## src/rtl/fft_pkg.sv

```systemverilog
// fft_pkg: shared constants and types for the FFT scheduler and butterfly datapath.
package fft_pkg;

    localparam int LOG2N_DEFAULT = 4;

    typedef logic [LOG2N_DEFAULT-1:0] addr_t;
    typedef logic [LOG2N_DEFAULT-2:0] tw_t;

    typedef enum logic [1:0] {IDLE, RUN, DRAIN, DONE} state_t;

    typedef struct packed {
        logic [15:0] re;
        logic [15:0] im;
    } complex_t;

endpackage

```

## src/rtl/fft_addr_gen.sv

```systemverilog
// fft_addr_gen: maps (stage, butterfly index) to the two leg addresses and the twiddle index.
module fft_addr_gen
    import fft_pkg::*;
#(
    parameter int LOG2N = LOG2N_DEFAULT,
    localparam int SW = $clog2(LOG2N) + 1
) (
    input  logic [SW-1:0]    stage,
    input  logic [LOG2N-2:0] k,
    output logic [LOG2N-1:0] addr_a,
    output logic [LOG2N-1:0] addr_b,
    output logic [LOG2N-2:0] tw
);

    logic [LOG2N-1:0] kx, span, pos;

    // Insert a zero bit at position `stage` of k to get the upper leg; lower leg sits span above.
    always_comb begin
        kx     = {1'b0, k};
        span   = LOG2N'(1) << stage;
        pos    = kx & (span - LOG2N'(1));
        addr_a = (((kx >> stage) << 1) << stage) | pos;
        addr_b = addr_a + span;
        tw     = (LOG2N-1)'(pos << (SW'(LOG2N - 1) - stage));
    end

endmodule

```

## src/rtl/fft_ctrl.sv

```systemverilog
// fft_ctrl: in-place radix-2 DIT FFT scheduler issuing butterfly reads and delayed write-backs.
// Define FFT_CTRL_STALL_EN to add i_stall, which pauses butterfly issue while in RUN.
module fft_ctrl
    import fft_pkg::*;
#(
    parameter int LOG2N      = LOG2N_DEFAULT,
    parameter int BF_LATENCY = 2,
    parameter int RD_LATENCY = 1,
    localparam int SW   = $clog2(LOG2N) + 1,
    localparam int PIPE = RD_LATENCY + BF_LATENCY
) (
    input  logic             i_clk,
    input  logic             i_rst_n,
    input  logic             i_start,
`ifdef FFT_CTRL_STALL_EN
    input  logic             i_stall,
`endif
    output logic             o_busy,
    output logic             o_done,
    output logic [SW-1:0]    o_stage,
    output logic             o_rd_en,
    output logic [LOG2N-1:0] o_rd_addr_a,
    output logic [LOG2N-1:0] o_rd_addr_b,
    output logic [LOG2N-2:0] o_tw_addr,
    output logic             o_wr_en,
    output logic [LOG2N-1:0] o_wr_addr_a,
    output logic [LOG2N-1:0] o_wr_addr_b
);

    localparam int KW = LOG2N - 1;
    localparam int CW = $clog2(PIPE + 1);
    localparam int DW = 2 * LOG2N + 1;

    state_t           state, ns;
    logic [SW-1:0]    stage, nstage;
    logic [KW-1:0]    k, nk;
    logic [CW-1:0]    cnt, ncnt;
    logic             stall, rd_en_n, busy_n, done_n;
    logic [LOG2N-1:0] ga, gb;
    logic [KW-1:0]    gt;
    logic [DW-1:0]    dl [PIPE];

`ifdef FFT_CTRL_STALL_EN
    assign stall = i_stall;
`else
    assign stall = 1'b0;
`endif

    fft_addr_gen #(.LOG2N(LOG2N)) u_addr_gen (
        .stage  (nstage),
        .k      (nk),
        .addr_a (ga),
        .addr_b (gb),
        .tw     (gt)
    );

    always_ff @(posedge i_clk or negedge i_rst_n) begin
        if (!i_rst_n) begin
            state       <= IDLE;
            stage       <= '0;
            k           <= '0;
            cnt         <= '0;
            o_busy      <= 1'b0;
            o_done      <= 1'b0;
            o_rd_en     <= 1'b0;
            o_rd_addr_a <= '0;
            o_rd_addr_b <= '0;
            o_tw_addr   <= '0;
            for (int i = 0; i < PIPE; i++) dl[i] <= '0;
        end else begin
            state       <= ns;
            stage       <= nstage;
            k           <= nk;
            cnt         <= ncnt;
            o_busy      <= busy_n;
            o_done      <= done_n;
            o_rd_en     <= rd_en_n;
            o_rd_addr_a <= rd_en_n ? ga : '0;
            o_rd_addr_b <= rd_en_n ? gb : '0;
            o_tw_addr   <= rd_en_n ? gt : '0;
            dl[0]       <= {o_rd_en, o_rd_addr_a, o_rd_addr_b};
            for (int i = 1; i < PIPE; i++) dl[i] <= dl[i-1];
        end
    end

    // k is the butterfly shown on the read port; it only advances once that read has actually issued.
    always_comb begin
        ns     = state;
        nstage = stage;
        nk     = k;
        ncnt   = cnt;
        case (state)
            IDLE: begin
                if (i_start) begin
                    ns     = RUN;
                    nstage = '0;
                    nk     = '0;
                end
            end
            RUN: begin
                if (o_rd_en && k == '1) begin
                    ns   = DRAIN;
                    ncnt = '0;
                end else begin
                    nk = o_rd_en ? k + KW'(1) : k;
                end
            end
            DRAIN: begin
                if (cnt == CW'(PIPE - 1)) begin
                    if (stage == SW'(LOG2N - 1)) begin
                        ns = DONE;
                    end else begin
                        ns     = RUN;
                        nstage = stage + SW'(1);
                        nk     = '0;
                    end
                end else begin
                    ncnt = cnt + CW'(1);
                end
            end
            default: ns = IDLE;
        endcase
    end

    always_comb begin
        rd_en_n = ns == RUN && !(state == RUN && stall);
        busy_n  = ns != IDLE;
        done_n  = ns == DONE;
    end

    assign o_stage = stage;
    assign {o_wr_en, o_wr_addr_a, o_wr_addr_b} = dl[PIPE-1];

endmodule
```

## config.mk

```make
export PLATFORM = sky130hd
export DESIGN_NAME = fft_ctrl
export DESIGN_NICKNAME = d
export VERILOG_FILES = /design/src/rtl/fft_pkg.sv /design/src/rtl/fft_addr_gen.sv /design/src/rtl/fft_ctrl.sv
export SDC_FILE = /design/constraint.sdc
export NUM_CORES = 1
export LEC_CHECK = 0
export ABC_CLOCK_PERIOD_IN_PS = 6700
export CAP_MARGIN = 15
export CORE_MARGIN = 4
export CORE_UTILIZATION = 40
export CTS_BUF_LIST = sky130_fd_sc_hd__clkbuf_4 sky130_fd_sc_hd__clkbuf_8
export DETAILED_ROUTE_END_ITERATION = 10
export RECOVER_POWER = 50
export SYNTH_ARGS = -nofsm -noshare
export SYNTH_HDL_FRONTEND = slang
export SYNTH_HIERARCHICAL = 1
export SYNTH_SLANG_ARGS = --single-unit
```

## constraint.sdc

```tcl
create_clock -name i_clk -period 6.7 [get_ports i_clk]
set_input_delay 1.34 -clock i_clk [delete_from_list [all_inputs] [get_ports i_clk]]
set_output_delay 1.34 -clock i_clk [all_outputs]
set_load 0.03 [all_outputs]
```

Word-level counts from Yosys, hierarchy flattened:

Cells that the tools add are included.
Widths: inputs -> output; s select.

* bits in registers: 51
* logic and storage cells: 60
* bits of input ports: 3

* add/sub/neg operators: 6
* muxes and demuxes: 21
* reduce and logical (&&, ||, !) cells: 5
* eq/ne operators: 9
* bitwise operators: 2
* shift-type cells: 4

Operators by type and width (number)
* $mux 3: 9
* $mux 2: 6
* $pmux 3 s3: 1
* $mux 4: 2
* $add 3x1->3 const B: 2
* $eq 2x2->1 const B: 3
* $pmux 2 s3: 1
* $pmux 3 s2: 1
* $add 4x4->4: 1
* $and 3x4->4: 1
* $eq 2x1->1 const B: 2
* $ne 2x2->1 const B: 2
* $or 4x4->4: 1
* $pmux 2 s2: 1
* $reduce_bool 2->1: 2
* $shl 1x3->4 const A: 1
* $shl 4x3->3: 1
* $shl 4x3->4: 1
* $sub 4x1->4 const B: 1
* $eq 3x2->1 const B: 1
* $eq 3x3->1 const B: 1
* $reduce_and 3->1: 1
* $shr 3x3->3: 1
* $sub 2x3->3 const A: 1
* other kinds (3): 3

Longest topological paths before layout:

Gate-level depths: netlist of the first run.

* depth in word-level cells: 10
* gate-level depth with buffers: 16
* depth with buffers taken out: 15

Modules after synthesis:

The synthesis of the first run kept the hierarchy.

By module, submodules not included
* fft_ctrl: area an instance 1801.7 um^2, instances 1, sequential area each 1276.2 um^2, cells each 117
* fft_addr_gen: area an instance 280.3 um^2, instances 1, sequential area each 0.0 um^2, cells each 37

Worst setup path after synthesis of the first run:

OpenSTA, ideal clock, no wires.

* kind: input-to-reg
* from: input port i_start
* to: register o_rd_addr_b[3]
* library setup time: 0.088 ns
* data arrival time: 3.416 ns
* slack: 3.196 ns
* cell stages on the path: 14
* path through: nand2b_1 > o21ai_0 > mux2i_1 > buf_4 > nor3_4 > inv_1 > ha_1 > and4bb_1 > a21oi_1 > o22ai_1 > ha_1 > a21oi_1 > xnor2_1 > nor3b_1

* longest elaborated chain between the ends: 8
* elaborated cells on any way between the ends: 15
* those cells by class: add/sub (2); eq/ne (1); shift (3); mux (7); bitwise (2)

RTL lines
* from (decl): line fft_ctrl.sv:14 `input logic i_start,`
* $mux 3 *: line fft_ctrl.sv:94 `if (i_start) begin`
* $pmux 3 s2 *: line fft_ctrl.sv:92 `case (state)`
* via nstage[0]: line fft_ctrl.sv:35 `logic [SW-1:0] stage, nstage;`
* $shl 1x3->4: line fft_addr_gen.sv:20 `span = LOG2N'(1) << stage;`
* $sub 4x1->4: line fft_addr_gen.sv:21 `pos = kx & (span - LOG2N'(1));`
* $and 3x4->4: line fft_addr_gen.sv:21
* $or 4x4->4 *: line fft_addr_gen.sv:22 `addr_a = (((kx >> stage) << 1) << stage) | pos;`
* via ga[2]: line fft_ctrl.sv:39 `logic [LOG2N-1:0] ga, gb;`
* $add 4x4->4 *: line fft_addr_gen.sv:23 `addr_b = addr_a + span;`
* via gb[3]: line fft_ctrl.sv:39
* $mux 4 *: line fft_ctrl.sv:79 `o_rd_addr_b <= rd_en_n ? gb : '0;`
* to (signal assigned): line fft_ctrl.sv:79
* to (decl): line fft_ctrl.sv:23 `output logic [LOG2N-1:0] o_rd_addr_b,`

The timed path passes the listed nets; every way through them passes the cells marked *.
A chain may end at the register's enable or synchronous reset.

Worst setup path after layout of the first run:

Same ends and word-level chain as after synthesis.

==> results of run 1 <==
-- sequential cells by signal, summed over array words and instances (netlist names), 3 cells and up --
register,count
o_wr_addr_a,4
k,3
o_wr_addr_b,4
o_rd_addr_b,4
o_tw_addr,3
o_stage,3
o_rd_addr_a,4
dl,18
-- metrics by stage --
stage | total power, mW | std cells
6_report | 1.34 | 243
2_1_floorplan | 0.982 | 154
5_1_grt | 1.45 | 243
3_3_place_gp | 1.12 | 234
4_1_cts | 1.37 | 242
3_5_place_dp | 1.14 | 234
-- worst max-delay path: stages --
cell and delay [ns]:
clkdlybuf4s50_1 0.44, nand2b_1 0.15, o21ai_0 0.09, mux2i_1 0.77, nand2_1 0.18, ha_1 0.28
and4bb_1 0.27, a21oi_1 0.05, o22ai_1 0.20, ha_1 0.29, a21oi_1 0.18, xnor2_1 0.14
nor3b_1 0.23
-- final cells by class --
class                   instances  share of cell area
inverters                       8              0.0123
flip-flops and latches         51               0.523
repair buffers                 29               0.114
multi-input cells              80               0.267
clock inverters                 2              0.0159
clock buffers                   6              0.0338
well taps                      67              0.0344
-- routing by layer --
layer / global-route usage / wire length, um / vias to the layer above
li1: - / - / 554
met1: 0.146 / 1480 / 591
met2: 0.181 / 1580 / 20
met3: 0.0370 / 108 / 2
met4: 0.0372 / 15 / 0
met5: 0 / 0 / -
-- cells by family after synthesis --
logic type                 count (synthesis)  share of synthesized area
other                                      1                    0.00180
muxes                                      5                     0.0240
adders and majority gates                  8                     0.0517
and+or+nand+nor                           45                      0.173
DFF                                       51                      0.613
xor gates and xnor gates                   3                     0.0126
AOI/OAI and AO/OA                         18                     0.0493
buffers and inverters                     23                     0.0745
-- cell usage after synthesis --
| cell type | count | area [um2] |
|---|---|---|
| a211oi_1 | 1 | 7.51 |
| a21o_1 | 1 | 7.51 |
| a21oi_1 | 7 | 35.0 |
| a31oi_1 | 2 | 12.5 |
| and2_1 | 1 | 6.26 |
| and3_1 | 1 | 6.26 |
| and4b_2 | 1 | 11.3 |
| and4bb_1 | 1 | 12.5 |
| and4bb_2 | 1 | 12.5 |
| buf_2 | 1 | 5.00 |
| buf_4 | 10 | 75.1 |
| buf_6 | 4 | 45.0 |
| conb_1 | 1 | 3.75 |
| dfrtp_1 | 51 | 1280 |
| fa_1 | 1 | 20.0 |
| ha_1 | 7 | 87.6 |
| inv_1 | 8 | 30.0 |
| mux2i_1 | 5 | 50.1 |
| nand2_1 | 3 | 11.3 |
| nand2b_1 | 1 | 6.26 |
| nand3_1 | 4 | 20.0 |
| nand3_2 | 1 | 10.0 |
| nand3b_1 | 2 | 15.0 |
| nand4_1 | 1 | 6.26 |
| nand4b_1 | 1 | 8.76 |
| nand4bb_1 | 1 | 11.3 |
| nor2_1 | 5 | 18.8 |
| nor2b_1 | 4 | 25.0 |
| nor3_1 | 2 | 10.0 |
| nor3_2 | 1 | 10.0 |
| nor3_4 | 1 | 16.3 |
| nor3b_1 | 2 | 15.0 |
| nor3b_2 | 9 | 113 |
| o21ai_0 | 5 | 25.0 |
| o22ai_1 | 1 | 6.26 |
| o31a_1 | 1 | 8.76 |
| or2_2 | 1 | 6.26 |
| or3b_1 | 1 | 8.76 |
| xnor2_1 | 2 | 17.5 |
| xor2_1 | 1 | 8.76 |
-- report_power, final --
group | switching (mW) | internal (mW)
clock network | 0.0953 | 0.123
registers | 0.0511 | 0.433
logic | 0.359 | 0.284
total | 0.505 | 0.840
-- worst max-delay path by stage --
| stage | end | slack (ns) | cells after the start | start |
|---|---|---|---|---|
| floorplan | o_rd_addr_b[3] | 3.20 | 14 | i_start |
| global placement | o_rd_addr_b[3] | 2.25 | 13 | i_start |
| detailed placement | o_rd_addr_b[3] | 2.02 | 13 | i_start |
| CTS | o_rd_addr_b[3] | 2.31 | 13 | i_start |
| global route | o_rd_addr_b[3] | 2.10 | 13 | i_start |
| finish | o_rd_addr_b[3] | 2.31 | 13 | i_start |
==> insert_results.sql, run 1 <==
INSERT INTO impl_metrics (metric_group, metric, value, unit) VALUES
('drt', 'via_count', '1167', ''),
('finish', 'total_non_filler_cell_area_in_the_finished_layout', '2440', 'um2'),
('flow_run', 'drv.max_cap_violation_count', '1', ''),
('sta', 'maxSlewViolCount', '33', ''),
('setup_path', 'critical_path_arrival', '4.59', 'ns'),
('setup_path', 'r2r_cells', '14', ''),
('drt', 'routed_via_count_divided_by_cell_count', '4.80', ''),
('setup_path', 'critical_path_source_type', 'input pin', ''),
('placed_design', 'buffers_added_on_ports', '28', ''),
('sta', 'setup_viol', '0', ''),
('cts', 'cts_resized', '0', ''),
('drt', 'first_iter_violations', '55', ''),
('finish', 'layout.cells.most_common', 'dfrtp_1', ''),
('drt', 'drt_first_pass_iters', '4', ''),
('finish', 'synthToLayoutAreaGrowth', '17.2', '%'),
('setup_path', 'worst_reg2reg_setup_slack', '2.89', 'ns'),
('floorplanning', 'die_width', '80.1', 'um'),
('floorplanning', 'die_h', '80.1', 'um'),
('power_and_ir_drop', 'p_leak', '1.10', 'nW'),
('grt', 'grt.total_usage', '0.114', ''),
('floorplanning', 'core.rowCount', '25', ''),
('drt', 'postRouteWirelength', '3.19', 'mm'),
('finish', 'drive_gt1_frac', '0.131', ''),
('sta', 'report.final.hold_viol_count', '0', ''),
('sta', 'hold_slack', '0.351', 'ns'),
('sta', 'final_min_period_over_clock_period', '0.656', ''),
('placed_design', 'place_ws', '2.02', 'ns'),
('placed_design', 'hpwl', '2.23', 'mm'),
('finish', 'n_diodes', '0', ''),
('power_and_ir_drop', 'vdd_ir_drop_max', '0.161', 'mV'),
('setup_path', 'r2r_start', 'cnt[0]', ''),
('worst_hold_path', 'hold_start', 'dl[10]', ''),
('finish', 'fin_util', '0.500', ''),
('placed_design', 'place_area', '2320', 'um2'),
('cts', 'tritoncts', 'yes', ''),
('outcome', 'run_status', 'finished with violations', ''),
('outcome', 'violated_checks', 'max-capacitance violations, max-slew violations', ''),
('sta', 'tightestPinTransition', '1.55', 'ns'),
('setup_path', 'worst_r2r_endpoint', 'o_rd_addr_b[3]', ''),
('grt', 'antenna_violations_before_repair', '0', ''),
('grt', 'grt_first_pass_wirelength', '5.67', 'mm'),
('cts', 'post_cts.repair.setup_buffers', '0', ''),
('worst_hold_path', 'holdCritPathClass', 'flip-flop to flip-flop', ''),
('setup_path', 'worst_setup_path_end_kind', 'flip-flop', ''),
('floorplanning', 'die_area', '6420', 'um2'),
('cts', 'cts_made_buffers', '5', ''),
('finish', 'area_taken_by_multi_input_logic_gates', '651', 'um2'),
('drt', 'wl_per_cell', '13.1', 'um'),
('setup_path', 'timing.critical_path.fanout_max', '12', ''),
('floorplanning', 'core_area', '4880', 'um2'),
('worst_hold_path', 'hold_path_depth', '0', ''),
('grt', 'grt_max_degree', '52', ''),
('placed_design', 'routabilityCongestion', '0.868', ''),
('sta', 'layout_min_cycle_time', '4.39', 'ns'),
('sta', 'final.setup_skew', '0.00293', 'ns'),
('logic_synthesis', 'syn_area', '2080', 'um2'),
('finish', 'finish.net_count', '186', ''),
('cts', 'bufs_on_longest_clock_path', '2', ''),
('logic_synthesis', 'syn_nets', '165', ''),
('floorplanning', 'start_util', '0.427', ''),
('cts', 'tritoncts_num_sinks', '51', ''),
('sta', 'maxClockFrequency', '228', 'MHz'),
('sta', 'final.setup.worst_slack', '2.31', 'ns'),
('logic_synthesis', 'synth.avg_cell_area', '13.5', 'um2'),
('setup_path', 'cp_data_required_time', '6.89', 'ns'),
('finish', 'layout_common_cells', '51 x dfrtp_1, 27 x clkdlybuf4s50_1, 9 x nor3b_2, 8 x inv_1', ''),
('grt', 'first_global_vias', '1188', ''),
('logic_synthesis', 'yosysSeqAreaShare', '0.613', ''),
('worst_hold_path', 'worst_hold_path.endpoint', 'o_wr_addr_b[1]', ''),
('logic_synthesis', 'yosys_register_bits', '51', ''),
('sta', 'totalNegativeSetupSlack', '0', 'ns');
No activity file was read; power rests on OpenSTA's default activity.
==> run 2: changes to the inputs <==
--- a/config.mk
+++ b/config.mk
@@ -5,7 +5,7 @@
 export SDC_FILE = /design/constraint.sdc
 export NUM_CORES = 1
 export LEC_CHECK = 0
-export ABC_CLOCK_PERIOD_IN_PS = 6700
+export ABC_CLOCK_PERIOD_IN_PS = 4500
 export CAP_MARGIN = 15
 export CORE_MARGIN = 4
 export CORE_UTILIZATION = 40
==> constraint.sdc (replaced) <==
create_clock -name i_clk -period 4.5 [get_ports i_clk]
set_input_delay 0.9 -clock i_clk [delete_from_list [all_inputs] [get_ports i_clk]]
set_output_delay 0.9 -clock i_clk [all_outputs]
set_load 0.03 [all_outputs]
==> run 2 against run 1 <==
The flow still finishes with violations (max-capacitance violations, max-slew violations). Sequential power increased by 49%. Global-route usage increased by 0.60 points. Cell count increased by 1.2%. Combinational power increased by 51%. Largest cell class unchanged.
==> insert_results.sql, run 2 (synthesis results as in run 1) <==
INSERT INTO impl_metrics (metric_group, metric, value, unit) VALUES
('finish', 'area.sequential', '1280', 'um2'),
('grt', 'grt_first_pass_wirelength', '5.84', 'mm'),
('placed_design', 'hpwl', '2.25', 'mm'),
('floorplanning', 'core_area', '4880', 'um2'),
('cts', 'post_cts.repair.setup_buffers', '0', ''),
('floorplanning', 'die_h', '80.1', 'um'),
('worst_hold_path', 'holdCritPathClass', 'flip-flop to flip-flop', ''),
('setup_path', 'cp_slowest_cell', 'clkdlybuf4s50_1', ''),
('setup_path', 'crit_chain', 'clkdlybuf4s50_1 -> nand2b_1 -> o21ai_0 -> mux2i_1 -> buf_4 -> nor3_4 -> inv_1 -> ha_1 -> and4bb_1 -> a21oi_1 -> o22ai_1 -> ha_1 -> a21oi_1 -> xnor2_1 -> nor3b_1', ''),
('cts', 'tritoncts', 'yes', ''),
('drt', 'postRouteWirelength', '3.33', 'mm'),
('floorplanning', 'core.rowCount', '25', ''),
('sta', 'rsz0062_at_grt', 'no', ''),
('outcome', 'violated_checks', 'max-capacitance violations, max-slew violations', ''),
('finish', 'filler_cell_count', '446', ''),
('sta', 'setup_viol', '0', ''),
('cts', 'bufs_on_longest_clock_path', '2', ''),
('sta', 'timing.slew.headroom', '-0.392', ''),
('power_and_ir_drop', 'p_leak', '1.10', 'nW'),
('floorplanning', 'die_area', '6420', 'um2'),
('sta', 'tightestPinTransition', '2.09', 'ns'),
('setup_path', 'criticalPathCategory', 'input pin to flip-flop', ''),
('drt', 'via_count', '1196', ''),
('sta', 'final.setup_skew', '0.00285', 'ns'),
('finish', 'n_diodes', '0', ''),
('floorplanning', 'start_util', '0.427', ''),
('grt', 'grt_remaining_overflow', '0', ''),
('drt', 'route.detailed.drc', '0', ''),
('setup_path', 'critical_path_arrival', '3.87', 'ns'),
('finish', 'largest_register_ff_count', '18', ''),
('power_and_ir_drop', 'power.density_cell_area', '804', 'nW/um2'),
('outcome', 'run_status', 'finished with violations', ''),
('finish', 'finish.net_count', '189', ''),
('finish', 'drive_gt1_frac', '0.145', ''),
('setup_path', 'critPathTopFamily', 'simple AND/OR/NAND/NOR gates', ''),
('setup_path', 'timing.critical_path.buf_inv', '3', ''),
('setup_path', 'cp_data_required_time', '4.71', 'ns'),
('cts', 'tritoncts_num_sinks', '51', ''),
('drt', 'routed_via_count_divided_by_cell_count', '4.86', ''),
('grt', 'antenna_violations_before_repair', '0', ''),
('cts', 'cts_resized', '0', ''),
('setup_path', 'cp_slowest_stage_delay', '0.50', 'ns'),
('drt', 'drt_first_pass_iters', '4', ''),
('finish', 'regMostFlops', 'dl', ''),
('setup_path', 'timing.critical_path.fanout_max', '10', ''),
('placed_design', 'routabilityCongestion', '0.864', ''),
('finish', 'layout_common_cells', '51 x dfrtp_1, 27 x clkdlybuf4s50_1, 9 x nor3b_2, 8 x inv_1', ''),
('cts', 'cts_hold_buffers_added', '0', ''),
('grt', 'grt.total_usage', '0.120', ''),
('placed_design', 'place_area', '2340', 'um2'),
('sta', 'hold_slack', '0.353', 'ns'),
('cts', 'cts_made_buffers', '5', ''),
('sta', 'totalNegativeSetupSlack', '0', 'ns'),
('sta', 'maxClockFrequency', '273', 'MHz'),
('floorplanning', 'die_width', '80.1', 'um'),
('finish', 'synthToLayoutAreaGrowth', '17.1', '%'),
('drt', 'antenna_viol_nets_final', '0', ''),
('grt', 'first_global_vias', '1240', ''),
('drt', 'first_iter_violations', '57', ''),
('drt', 'wl_per_cell', '13.5', 'um'),
('floorplanning', 'top_level_pins', '29', ''),
('placed_design', 'buffers_added_on_ports', '28', ''),
('cts', 'cts_htree_levels', '2', ''),
('sta', 'report.final.hold_viol_count', '0', ''),
('finish', 'layout.cells.most_common', 'dfrtp_1', ''),
('cts', 'clk-insertion-delay-late', '0.30', 'ns'),
('cts', 'cts_root_buffer', 'clkbuf_8', ''),
('finish', 'area_taken_by_multi_input_logic_gates', '651', 'um2'),
('sta', 'final_min_period_over_clock_period', '0.813', ''),
('sta', 'layout_min_cycle_time', '3.66', 'ns'),
('flow_run', 'drv.max_cap_violation_count', '1', ''),
('finish', 'total_non_filler_cell_area_in_the_finished_layout', '2440', 'um2'),
('power_and_ir_drop', 'vdd_ir_drop_max', '0.285', 'mV'),
('grt', 'grt_max_degree', '52', ''),
('setup_path', 'worst_setup_path_end_kind', 'flip-flop', ''),
('setup_path', 'critical_path_source_type', 'input pin', ''),
('cts', 'clkTransAtPathRegs', '0.09', 'ns'),
('sta', 'maxSlewViolCount', '43', '');
run 2: cell count changes in the layout (fill, tap and decap cells not counted):
cell,change
inv_8,+1
buf_4,+3
clkinv_4,+2
clkbuf_8,-1
bufinv_16,-1
inv_6,-1
run 2: routing by layer:
metal | track usage | vias up | wire [um]
met5 | 0 | - | 0
met4 | 0.0456 | 0 | 61
met3 | 0.0448 | 5 | 187
met2 | 0.191 | 30 | 1590
met1 | 0.147 | 600 | 1490
li1 | - | 561 | -
run 2: worst paths after layout:
| check | end | depth (start not counted) | from | slack [ns] |
|---|---|---|---|---|
| max reg2reg | o_rd_addr_b[3] | 15 | cnt[0] | 1.14 |
| min | o_wr_addr_b[1] | 0 | dl[10] | 0.35 |
| max | o_rd_addr_b[3] | 15 | i_start | 0.84 |
| min reg2reg | o_wr_addr_b[1] | 0 | dl[10] | 0.35 |
| min in group asynchronous | cnt[0] | 1 | i_rst_n | 0.55 |
| max in group asynchronous | dl[20] | 2 | i_rst_n | 1.61 |
run 2: layout make-up:
| cell class | count | area share |
|---|---|---|
| tap | 67 | 0.0344 |
| inverter | 8 | 0.0123 |
| timing repair buffer | 32 | 0.123 |
| clock inverter | 3 | 0.0118 |
| sequential | 51 | 0.523 |
| clock buffer | 5 | 0.0282 |
| multi-input combinational | 80 | 0.267 |
run 2: report_power, final:
| part | leakage [nW] | internal [mW] | switching, mW |
|---|---|---|---|
| sequential | 0.626 | 0.645 | 0.0769 |
| clock | 0.0502 | 0.115 | 0.155 |
| combinational | 0.426 | 0.430 | 0.539 |
run 2: stage by stage:
step | setup slack [ns] | util | total power [mW] | instances
3_3_place_gp | 0.728 | 0.479 | 1.68 | 237
4_1_cts | 0.885 | 0.499 | 1.99 | 245
6_report | 0.843 | 0.500 | 1.96 | 246
2_1_floorplan | 1.44 | - | 1.46 | 154
3_5_place_dp | 0.603 | 0.479 | 1.71 | 237
5_1_grt | 0.608 | 0.500 | 2.12 | 246
==> run 3: changes to the inputs <==
--- a/config.mk
+++ b/config.mk
@@ -5,7 +5,7 @@
 export SDC_FILE = /design/constraint.sdc
 export NUM_CORES = 1
 export LEC_CHECK = 0
-export ABC_CLOCK_PERIOD_IN_PS = 4500
+export ABC_CLOCK_PERIOD_IN_PS = 3800
 export CAP_MARGIN = 15
 export CORE_MARGIN = 4
 export CORE_UTILIZATION = 40
==> constraint.sdc (replaced) <==
create_clock -name i_clk -period 3.8 [get_ports i_clk]
set_input_delay 0.76 -clock i_clk [delete_from_list [all_inputs] [get_ports i_clk]]
set_output_delay 0.76 -clock i_clk [all_outputs]
set_load 0.03 [all_outputs]
==> run 3 against run 2 <==
The run still ends with max-capacitance violations, max-slew violations left. Utilization up 0.79 points. Via count down 1.3%. Combinational power up 20%. Worst hold slack worse by 0.0027 ns. Cell area up 1.6%. Cell count up 0.81%. Global-route usage down 0.34 points. First-iteration DRC count up 53%. Critical path type unchanged.
==> insert_results.sql, run 3 (synthesis results as in run 1) <==
INSERT INTO impl_metrics (metric_group, metric, value, unit) VALUES
('cts', 'cts_root_buffer', 'clkbuf_8', ''),
('finish', 'regMostFlops', 'dl', ''),
('cts', 'post_cts.repair.setup_buffers', '0', ''),
('floorplanning', 'die_width', '80.1', 'um'),
('grt', 'grt_first_pass_wirelength', '5.75', 'mm'),
('outcome', 'violated_checks', 'max-capacitance violations, max-slew violations', ''),
('setup_path', 'r2r_start', 'cnt[0]', ''),
('placed_design', 'routabilityCongestion', '0.869', ''),
('power_and_ir_drop', 'vdd_ir_drop_max', '0.341', 'mV'),
('sta', 'final.setup_skew', '0.00269', 'ns'),
('cts', 'tritoncts_num_sinks', '51', ''),
('grt', 'grt.total_usage', '0.116', ''),
('grt', 'grt_remaining_overflow', '0', ''),
('setup_path', 'worst_r2r_endpoint', 'o_rd_addr_b[3]', ''),
('sta', 'final_min_period_over_clock_period', '0.915', ''),
('power_and_ir_drop', 'fin_total_pwr', '2.40', 'mW'),
('drt', 'wl_per_cell', '12.9', 'um'),
('power_and_ir_drop', 'power.density_cell_area', '967', 'nW/um2'),
('drt', 'postRouteWirelength', '3.20', 'mm'),
('flow_run', 'drv.max_cap_violation_count', '1', ''),
('cts', 'clkTransAtPathRegs', '0.09', 'ns'),
('grt', 'grt_max_degree', '52', ''),
('sta', 'tightestPinTransition', '1.60', 'ns'),
('placed_design', 'place_inst', '239', ''),
('grt', 'antenna_violations_before_repair', '0', ''),
('worst_hold_path', 'hold_start', 'dl[10]', ''),
('outcome', 'run_status', 'finished with violations', ''),
('setup_path', 'critical_path_arrival', '3.68', 'ns'),
('worst_hold_path', 'worst_hold_path.endpoint', 'o_wr_addr_b[1]', ''),
('finish', 'drive_gt1_frac', '0.155', ''),
('sta', 'hold_slack', '0.350', 'ns'),
('setup_path', 'timing.critical_path.fanout_max', '10', ''),
('setup_path', 'cp_data_required_time', '4.01', 'ns'),
('cts', 'cts_resized', '0', ''),
('floorplanning', 'top_level_pins', '29', ''),
('placed_design', 'buffers_added_on_ports', '28', ''),
('setup_path', 'worst_setup_path_end_kind', 'flip-flop', ''),
('drt', 'via_count', '1180', ''),
('setup_path', 'cp_slowest_stage_delay', '0.50', 'ns'),
('finish', 'filler_cell_count', '449', ''),
('setup_path', 'criticalPathCategory', 'input pin to flip-flop', ''),
('floorplanning', 'core_area', '4880', 'um2'),
('drt', 'route.detailed.drc', '0', ''),
('drt', 'first_iter_violations', '87', ''),
('grt', 'first_global_vias', '1229', ''),
('drt', 'routed_via_count_divided_by_cell_count', '4.76', ''),
('setup_path', 'crit_chain', 'clkdlybuf4s50_1 -> nand2b_1 -> o21ai_0 -> mux2i_1 -> buf_4 -> nor3_4 -> inv_1 -> ha_1 -> and4bb_1 -> a21oi_1 -> o22ai_1 -> ha_1 -> a21oi_1 -> xnor2_1 -> nor3b_1', ''),
('setup_path', 'worst_reg2reg_setup_slack', '0.48', 'ns'),
('setup_path', 'cp_slowest_cell', 'clkdlybuf4s50_1', ''),
('floorplanning', 'die_area', '6420', 'um2'),
('sta', 'setup_viol', '0', ''),
('placed_design', 'place_ws', '0.0386', 'ns'),
('floorplanning', 'start_util', '0.427', ''),
('cts', 'tritoncts', 'yes', ''),
('floorplanning', 'die_h', '80.1', 'um'),
('finish', 'layout_common_cells', '51 x dfrtp_1, 27 x clkdlybuf4s50_1, 9 x nor3b_2, 8 x inv_1', ''),
('sta', 'totalNegativeSetupSlack', '0', 'ns'),
('cts', 'clk-insertion-delay-late', '0.29', 'ns'),
('power_and_ir_drop', 'p_leak', '1.12', 'nW'),
('cts', 'bufs_on_longest_clock_path', '2', ''),
('finish', 'synthToLayoutAreaGrowth', '19.0', '%'),
('drt', 'drt_first_pass_iters', '4', ''),
('setup_path', 'critical_path_source_type', 'input pin', ''),
('sta', 'maxClockFrequency', '288', 'MHz'),
('finish', 'finish.net_count', '191', ''),
('cts', 'cts_htree_levels', '2', ''),
('worst_hold_path', 'hold_path_depth', '0', ''),
('sta', 'timing.slew.headroom', '-0.0660', ''),
('worst_hold_path', 'holdCritPathClass', 'flip-flop to flip-flop', ''),
('finish', 'layout.cells.most_common', 'dfrtp_1', ''),
('cts', 'cts_made_buffers', '5', ''),
('finish', 'largest_register_ff_count', '18', ''),
('cts', 'cts_hold_buffers_added', '0', ''),
('floorplanning', 'core.rowCount', '25', ''),
('drt', 'antenna_viol_nets_final', '0', ''),
('sta', 'report.final.hold_viol_count', '0', ''),
('sta', 'layout_min_cycle_time', '3.48', 'ns'),
('finish', 'finalNonFillerCells', '248', ''),
('setup_path', 'r2r_cells', '16', ''),
('sta', 'rsz0062_at_grt', 'no', ''),
('finish', 'n_diodes', '0', ''),
('sta', 'maxSlewViolCount', '34', ''),
('sta', 'final.setup.worst_slack', '0.323', 'ns');
==> run 3: layout make-up <==
cell class	count	area (um2)	share of cell area
Sequential cell	51	1280	0.515
Multi-Input combinational cell	80	651	0.263
Timing Repair Buffer	34	315	0.127
Tap cell	67	83.8	0.0338
Clock buffer	6	82.6	0.0333
Clock inverter	2	38.8	0.0157
Inverter	8	30.0	0.0121
==> run 3: stage by stage <==
step,utilization,instance area (um2)
after detailed placement,0.482,2350
after CTS,0.507,2470
after global placement,0.482,2350
after global routing,0.508,2480
final,0.508,2480
after floorplan,-,2080
==> run 3: routing by layer <==
layer,share of wire,track usage,up-vias
met5,0,0,-
li1,-,-,564
met4,0.021,0.0574,0
met2,0.50,0.190,22
met3,0.045,0.0314,8
met1,0.43,0.142,586
==> run 3: where the power goes <==
group          internal, mW  switching (mW)  total [mW]
Sequential            0.764          0.0921       0.856
Clock                 0.216           0.167       0.384
Combinational         0.524           0.632        1.16
Total                  1.50           0.891        2.40
==> run 3: worst max-delay path: cells and delay by family <==
family / cells / cell delay [ns]
XOR/XNOR: 1 / 0.13
multiplexers: 1 / 0.09
adder cells (fa/ha/maj): 2 / 0.52
AND/OR/NAND/NOR: 4 / 0.81
AO/OA/AOI/OAI: 4 / 0.64
buffers and inverters: 3 / 0.74
==> run 3: how the worst max path moves through the flow <==
stage,start,endpoint,slack [ns],cells past startpoint
after CTS,i_start,o_rd_addr_b[3],0.32,15
after global placement,i_start,o_rd_addr_b[3],0.22,15
after floorplan,o_stage[0],o_rd_addr_b[3],0.74,14
final,i_start,o_rd_addr_b[3],0.32,15
after detailed placement,i_start,o_rd_addr_b[3],0.04,15
after global routing,i_start,o_rd_addr_b[3],0.02,15
